### src/rtl/icache_ctrl.sv
// icache_ctrl: read-only 2-way set-associative instruction cache controller with 4-word line refill.
// Define ICACHE_STATS_EN to add saturating hit/miss counters (stat_hits_o, stat_misses_o).
module icache_ctrl #(
  parameter int ADDR_WIDTH = 32,
  parameter int SET_BITS = 6,
  localparam int TAG_W = ADDR_WIDTH - SET_BITS - 4
) (
  input  logic                  clk,
  input  logic                  reset,
  input  logic                  cpu_req_i,
  input  logic [ADDR_WIDTH-1:0] cpu_addr_i,
  output logic                  cpu_gnt_o,
  output logic                  cpu_rvalid_o,
  output logic [31:0]           cpu_rdata_o,
  input  logic                  flush_i,
  output logic                  busy_o,
  output logic                  mem_req_o,
  output logic [ADDR_WIDTH-1:0] mem_addr_o,
  input  logic                  mem_gnt_i,
  input  logic                  mem_rvalid_i,
  input  logic [31:0]           mem_rdata_i,
  output logic [SET_BITS-1:0]   cm_set_o,
  output logic                  cm_way_o,
  output logic                  cm_enable_o,
  output logic                  cm_write_enable_o,
  output logic                  cm_val_write_enable_o,
  output logic                  cm_line_valid_o,
  output logic [TAG_W-1:0]      cm_line_tag_o,
  output logic [127:0]          cm_line_o,
  output logic [15:0]           cm_line_be_o,
  input  logic [1:0]            cm_line_valid_i,
  input  logic [2*TAG_W-1:0]    cm_line_tag_i,
  input  logic [127:0]          cm_line_i
`ifdef ICACHE_STATS_EN
  ,
  output logic [31:0]           stat_hits_o,
  output logic [31:0]           stat_misses_o
`endif
);
  typedef enum logic [2:0] {IDLE, TAG_CMP, DATA, REFILL, LINE_WR, FLUSH} state_t;
  state_t state, state_d;
  logic [ADDR_WIDTH-1:2] addr_q;
  logic [TAG_W-1:0] tag_q;
  logic [SET_BITS-1:0] set_q;
  logic [1:0] hit_w;
  logic hit, rr_way, victim_q, flush_pend;
  logic [2:0] gnt_cnt;
  logic [1:0] rsp_cnt;
  logic [SET_BITS:0] flush_cnt;
  logic [127:0] buf_q, line_sel;
  logic [31:0] word_sel;
  logic unused_ok;
  assign unused_ok = ^cpu_addr_i[1:0];
  assign tag_q = addr_q[ADDR_WIDTH-1:SET_BITS+4];
  assign set_q = addr_q[SET_BITS+3:4];
  assign hit_w[0] = cm_line_valid_i[0] && cm_line_tag_i[TAG_W-1:0] == tag_q;
  assign hit_w[1] = cm_line_valid_i[1] && cm_line_tag_i[2*TAG_W-1:TAG_W] == tag_q;
  assign hit = |hit_w;
  assign line_sel = state == LINE_WR ? buf_q : cm_line_i;
  assign word_sel = line_sel[{addr_q[3:2], 5'd0} +: 32];
  assign busy_o = state != IDLE;
  assign cm_line_be_o = 16'hFFFF;
  always_ff @(posedge clk) begin
    if (reset) begin
      state <= IDLE;
      rr_way <= 1'b0;
      flush_pend <= 1'b0;
      gnt_cnt <= '0;
      rsp_cnt <= '0;
      flush_cnt <= '0;
    end else begin
      state <= state_d;
      flush_pend <= state != FLUSH && (flush_pend || (flush_i && state != IDLE));
      flush_cnt <= state == FLUSH ? flush_cnt + 1'b1 : '0;
      if (cpu_gnt_o) addr_q <= cpu_addr_i[ADDR_WIDTH-1:2];
      if (state == TAG_CMP) begin
        victim_q <= cm_line_valid_i[0] ? (cm_line_valid_i[1] ? rr_way : 1'b1) : 1'b0;
        gnt_cnt <= '0;
        rsp_cnt <= '0;
      end
      if (state == REFILL && mem_req_o && mem_gnt_i) gnt_cnt <= gnt_cnt + 3'd1;
      if (state == REFILL && mem_rvalid_i) begin
        buf_q[{rsp_cnt, 5'd0} +: 32] <= mem_rdata_i;
        rsp_cnt <= rsp_cnt + 2'd1;
      end
      if (state == LINE_WR) rr_way <= ~rr_way;
    end
  end
  always_comb begin
    state_d = state;
    cpu_gnt_o = 1'b0;
    cpu_rvalid_o = 1'b0;
    cpu_rdata_o = '0;
    mem_req_o = 1'b0;
    mem_addr_o = '0;
    cm_set_o = '0;
    cm_way_o = 1'b0;
    cm_enable_o = 1'b0;
    cm_write_enable_o = 1'b0;
    cm_val_write_enable_o = 1'b0;
    cm_line_valid_o = 1'b0;
    cm_line_tag_o = '0;
    cm_line_o = '0;
    case (state)
      IDLE: begin
        cpu_gnt_o = cpu_req_i && !flush_pend && !flush_i;
        cm_set_o = cpu_gnt_o ? cpu_addr_i[SET_BITS+3:4] : '0;
        cm_enable_o = cpu_gnt_o;
        state_d = (flush_pend || flush_i) ? FLUSH : cpu_req_i ? TAG_CMP : IDLE;
      end
      TAG_CMP: begin
        // way 0 wins if both ways claim the tag
        cm_set_o = hit ? set_q : '0;
        cm_way_o = hit && !hit_w[0];
        cm_enable_o = hit;
        state_d = hit ? DATA : REFILL;
      end
      DATA: begin
        cpu_rvalid_o = 1'b1;
        cpu_rdata_o = word_sel;
        state_d = IDLE;
      end
      REFILL: begin
        mem_req_o = !gnt_cnt[2];
        mem_addr_o = mem_req_o ? {addr_q[ADDR_WIDTH-1:4], gnt_cnt[1:0], 2'b00} : '0;
        state_d = (mem_rvalid_i && &rsp_cnt) ? LINE_WR : REFILL;
      end
      LINE_WR: begin
        cm_set_o = set_q;
        cm_way_o = victim_q;
        cm_enable_o = 1'b1;
        cm_write_enable_o = 1'b1;
        cm_val_write_enable_o = 1'b1;
        cm_line_valid_o = 1'b1;
        cm_line_tag_o = tag_q;
        cm_line_o = buf_q;
        cpu_rvalid_o = 1'b1;
        cpu_rdata_o = word_sel;
        state_d = IDLE;
      end
      FLUSH: begin
        cm_set_o = flush_cnt[SET_BITS:1];
        cm_way_o = flush_cnt[0];
        cm_enable_o = 1'b1;
        cm_val_write_enable_o = 1'b1;
        state_d = &flush_cnt ? IDLE : FLUSH;
      end
      default: state_d = IDLE;
    endcase
  end
`ifdef ICACHE_STATS_EN
  always_ff @(posedge clk) begin
    if (reset) begin
      stat_hits_o <= '0;
      stat_misses_o <= '0;
    end else if (state == TAG_CMP) begin
      stat_hits_o <= stat_hits_o + 32'(hit && !(&stat_hits_o));
      stat_misses_o <= stat_misses_o + 32'(!hit && !(&stat_misses_o));
    end
  end
`endif
endmodule

### config.mk
export PLATFORM = sky130hd
export DESIGN_NAME = icache_ctrl
export DESIGN_NICKNAME = d
export VERILOG_FILES = /design/src/rtl/icache_ctrl.sv
export SDC_FILE = /design/constraint.sdc
export NUM_CORES = 1
export LEC_CHECK = 0
export ABC_AREA = 1
export CORE_MARGIN = 10
export CORE_UTILIZATION = 30
export CTS_CLUSTER_SIZE = 14
export DETAILED_ROUTE_END_ITERATION = 16
export HOLD_SLACK_MARGIN = 0.06
export PLACE_DENSITY = 0.58
export RECOVER_POWER = 25
export SYNTH_ARGS = -nofsm -noshare
export SYNTH_HDL_FRONTEND = slang
export SYNTH_SLANG_ARGS = --single-unit
### constraint.sdc
create_clock -name clk -period 10.6 [get_ports clk]
set_input_delay 1.59 -clock clk [delete_from_list [all_inputs] [get_ports clk]]
set_output_delay 1.59 -clock clk [all_outputs]
set_load 0.1 [all_outputs]
==> impl_metrics.py <==
metrics = {
    "status": {
        "status": "complete, but fails checks",
        "violations": "capacitance limit, slew limit",
    },
    "critical_path": {
        "crit_type": "in -> out",
        "worstPathRequired_ns": 9.01,
        "crit_path_start": "cm_line_tag_i[28]",
        "critPathMaxFanout": 7,
        "r2r_start": "rsp_cnt[0]$_SDFFE_PP0P_",
        "startpoint_type": "input pin",
        "worstPathArrival_ns": 4.50,
        "worstSetupEndpointType": "output pin",
    },
    "detailed_routing": {
        "finalWirelength_mm": 46.8,
        "viasPerCell": 4.69,
        "first_pass_iters": 5,
        "vias": 10887,
        "drc": 0,
        "drtAntennaViolNets": 0,
        "drt_iter0_drc": 718,
        "wire_per_inst_um": 20.1,
    },
    "die": {
        "coreArea_um2": 35600,
        "start_util": 0.304,
        "die_w_um": 210,
        "rows": 69,
        "die_area_um2": 44000,
        "die_y_um": 210,
        "pin_count": 489,
    },
    "pwr": {
        "p_leak_nw": 7.25,
        "p_per_area_nw_per_um2": 233,
        "peakVddDrop_v": 0.000160,
        "p_total_w": 0.00379,
    },
    "cells_and_area": {
        "drive_above_1_share": 0.0398,
        "layout.nets": 2095,
        "syn_to_final_growth_pct": 51.0,
        "fin_cells": 2323,
    },
    "synth": {
        "synth_cell_type_count": 28,
        "synth_compound_area_frac": 0.0905,
        "synthSimpleGateAreaFrac": 0.289,
        "synthAdderAreaFrac": 0.00811,
        "yosysWarnings": 0,
        "yosys.area_share.xor_xnor": 0,
        "synthCells": 1423,
        "synth.most_common_cell": "nand2_1",
        "ys_seq_elements": 176,
        "synth_area_um2": 10800,
        "ys.flop_type": "edfxtp_1",
        "synth.yosys.seq_area_share": 0.474,
        "synth_edf_count": 159,
        "synthMuxAreaShare": 0,
        "syn_area_per_cell_um2": 7.59,
        "synth_top_area_share": 0.442,
        "yosysTopAreaCell": "edfxtp_1",
        "netlist_top_cells_area": "edfxtp_1 44%, nand2_1 10%, inv_1 8.7%, nor2_1 7.8%, nand3_1 6.3%",
        "synth_top_family_by_area": "simple AND/OR/NAND/NOR gates",
        "synth_commonest_cells": "293 x nand2_1, 250 x inv_1, 225 x nor2_1",
        "async_flop_share": 0,
    },
    "clock_network": {
        "clk_pin_slew_ns": 0.07,
        "cts_resized": 0,
        "cts_tree": "built",
        "htree_levels": 4,
        "cts_made_buffers": 17,
        "post_cts_buffers": 0,
        "clock_sinks": 176,
        "root_buffer": "clkbuf_16",
        "cts_hold_buf": 0,
        "cts_buffer_depth": 2,
        "insertion_delay_ns": 0.43,
    },
    "sta": {
        "slew_violations": 31,
        "setup_viol": 0,
        "fin_crit_sh": 0.575,
        "max_slew_margin": -0.0129,
        "max_freq_mhz": 164,
        "worst_slack_ns": 4.51,
        "rsz0062_at_grt": "false",
        "fin_skew_ns": 0.0174,
        "worstMarginPinSlew_ns": 1.52,
        "fin_crit_ns": 6.09,
        "hold_viol": 0,
        "finalSetupTns_ns": 0,
    },
    "global_route": {
        "antenna_found_initial": 5,
        "grt_max_degree": 95,
        "grt_use_total": 0.204,
        "grt_remaining_overflow": 0,
        "grt_pass1_wl_mm": 69.5,
        "grt_pass1_vias": 11021,
    },
    "placement": {
        "io_buffers": 468,
        "routabilityCongestion": 0.871,
        "hpwlAfterDp_mm": 34.7,
        "place_inst": 2286,
        "dpl_worst_slack_ns": 4.54,
    },
    "worst_hold_path": {
        "hp-class": "reg -> reg",
        "min_from": "flush_cnt[5]$_SDFF_PP0_",
    },
    "run": {
        "cap_violations": 1,
    },
}
[worst max-delay path: stages]
cell             delay (ns)
dlygate4sd3_1          0.55
inv_1                  0.04
nand2_1                0.05
nand2_1                0.05
nor2_1                 0.13
nand2_1                0.09
nor2_1                 0.15
nand3_1                0.17
nand2_1                0.10
nand2_1                0.20
o21ai_0                0.22
clkdlybuf4s50_1        1.17
[state kept, by name (all words and copies together), names as in the netlist]
register / cells
addr_q: 30
state: 3
flush_cnt: 7
flush_pend: 1
victim_q: 1
rr_way: 1
rsp_cnt: 2
gnt_cnt: 3
buf_q: 128
[layout make-up]
cell class | count | area [um2]
multi-input combinational | 916 | 4280
clock buffer | 17 | 425
tap | 461 | 577
fill | 3576 | 19300
timing repair buffer | 481 | 4770
antenna | 5 | 12.5
inverter | 252 | 950
sequential | 176 | 5110
clock inverter | 15 | 171
[placed cells by master, fill, tap and decap left out, drive strengths merged]
cell type and count:
edfxtp 159, conb 18, dlygate4sd3 35, ha 7
o21ai 27, clkinv 8, a21boi 1, diode 5
clkdlybuf4s50 433, nor3 63, dfxtp 17, bufinv 1
nor2 248, clkbuf 19, buf 11, a211o 64
a21oi 52, o22ai 1, nor3b 1, o31ai 1
nand4 1, nand3 138, nand2 294, clkinvlp 1
inv 257
[kinds of logic after synthesis]
| family | count (synthesis) |
|---|---|
| flip-flops | 176 |
| buffers and inverters | 347 |
| AO/OA/AOI/OAI | 146 |
| other | 2 |
| adder cells (fa/ha/maj) | 7 |
| AND/OR/NAND/NOR | 745 |
[where the power goes]
| group | switching, W | total (W) | internal (W) |
|---|---|---|---|
| combinational | 0.00185 | 0.00235 | 0.000502 |
| clock | 0.000315 | 0.000653 | 0.000338 |
| sequential | 0.0000172 | 0.000792 | 0.000775 |
| total | 0.00218 | 0.00379 | 0.00162 |
[per-stage QoR]
stage	util	hold slack [ns]	area (um2)
floorplan	-	0.430	10900
global placement	0.442	0.447	15700
detailed placement	0.442	0.456	15700
CTS	0.459	0.474	16300
global route	0.458	0.491	16300
finish	0.458	0.471	16300
[worst paths after layout]
| check | cells past startpoint | slack (ns) | endpoint |
|---|---|---|---|
| hold / removal | 2 | 0.47 | flush_cnt[5]$_SDFF_PP0_ |
| setup reg to reg | 6 | 6.01 | buf_q[65]$_DFFE_PP_ |
| setup / recovery | 12 | 4.51 | cm_set_o[4] |
| hold reg to reg | 2 | 0.47 | flush_cnt[5]$_SDFF_PP0_ |
[layer usage]
metal	share of wire	vias to the layer above	global-route usage
met5	0	-	0
met4	0.013	0	0.0469
met3	0.069	34	0.0483
met2	0.50	419	0.356
met1	0.42	5067	0.249
li1	-	5367	-
Note: power is estimated with default switching activity, not from simulation.
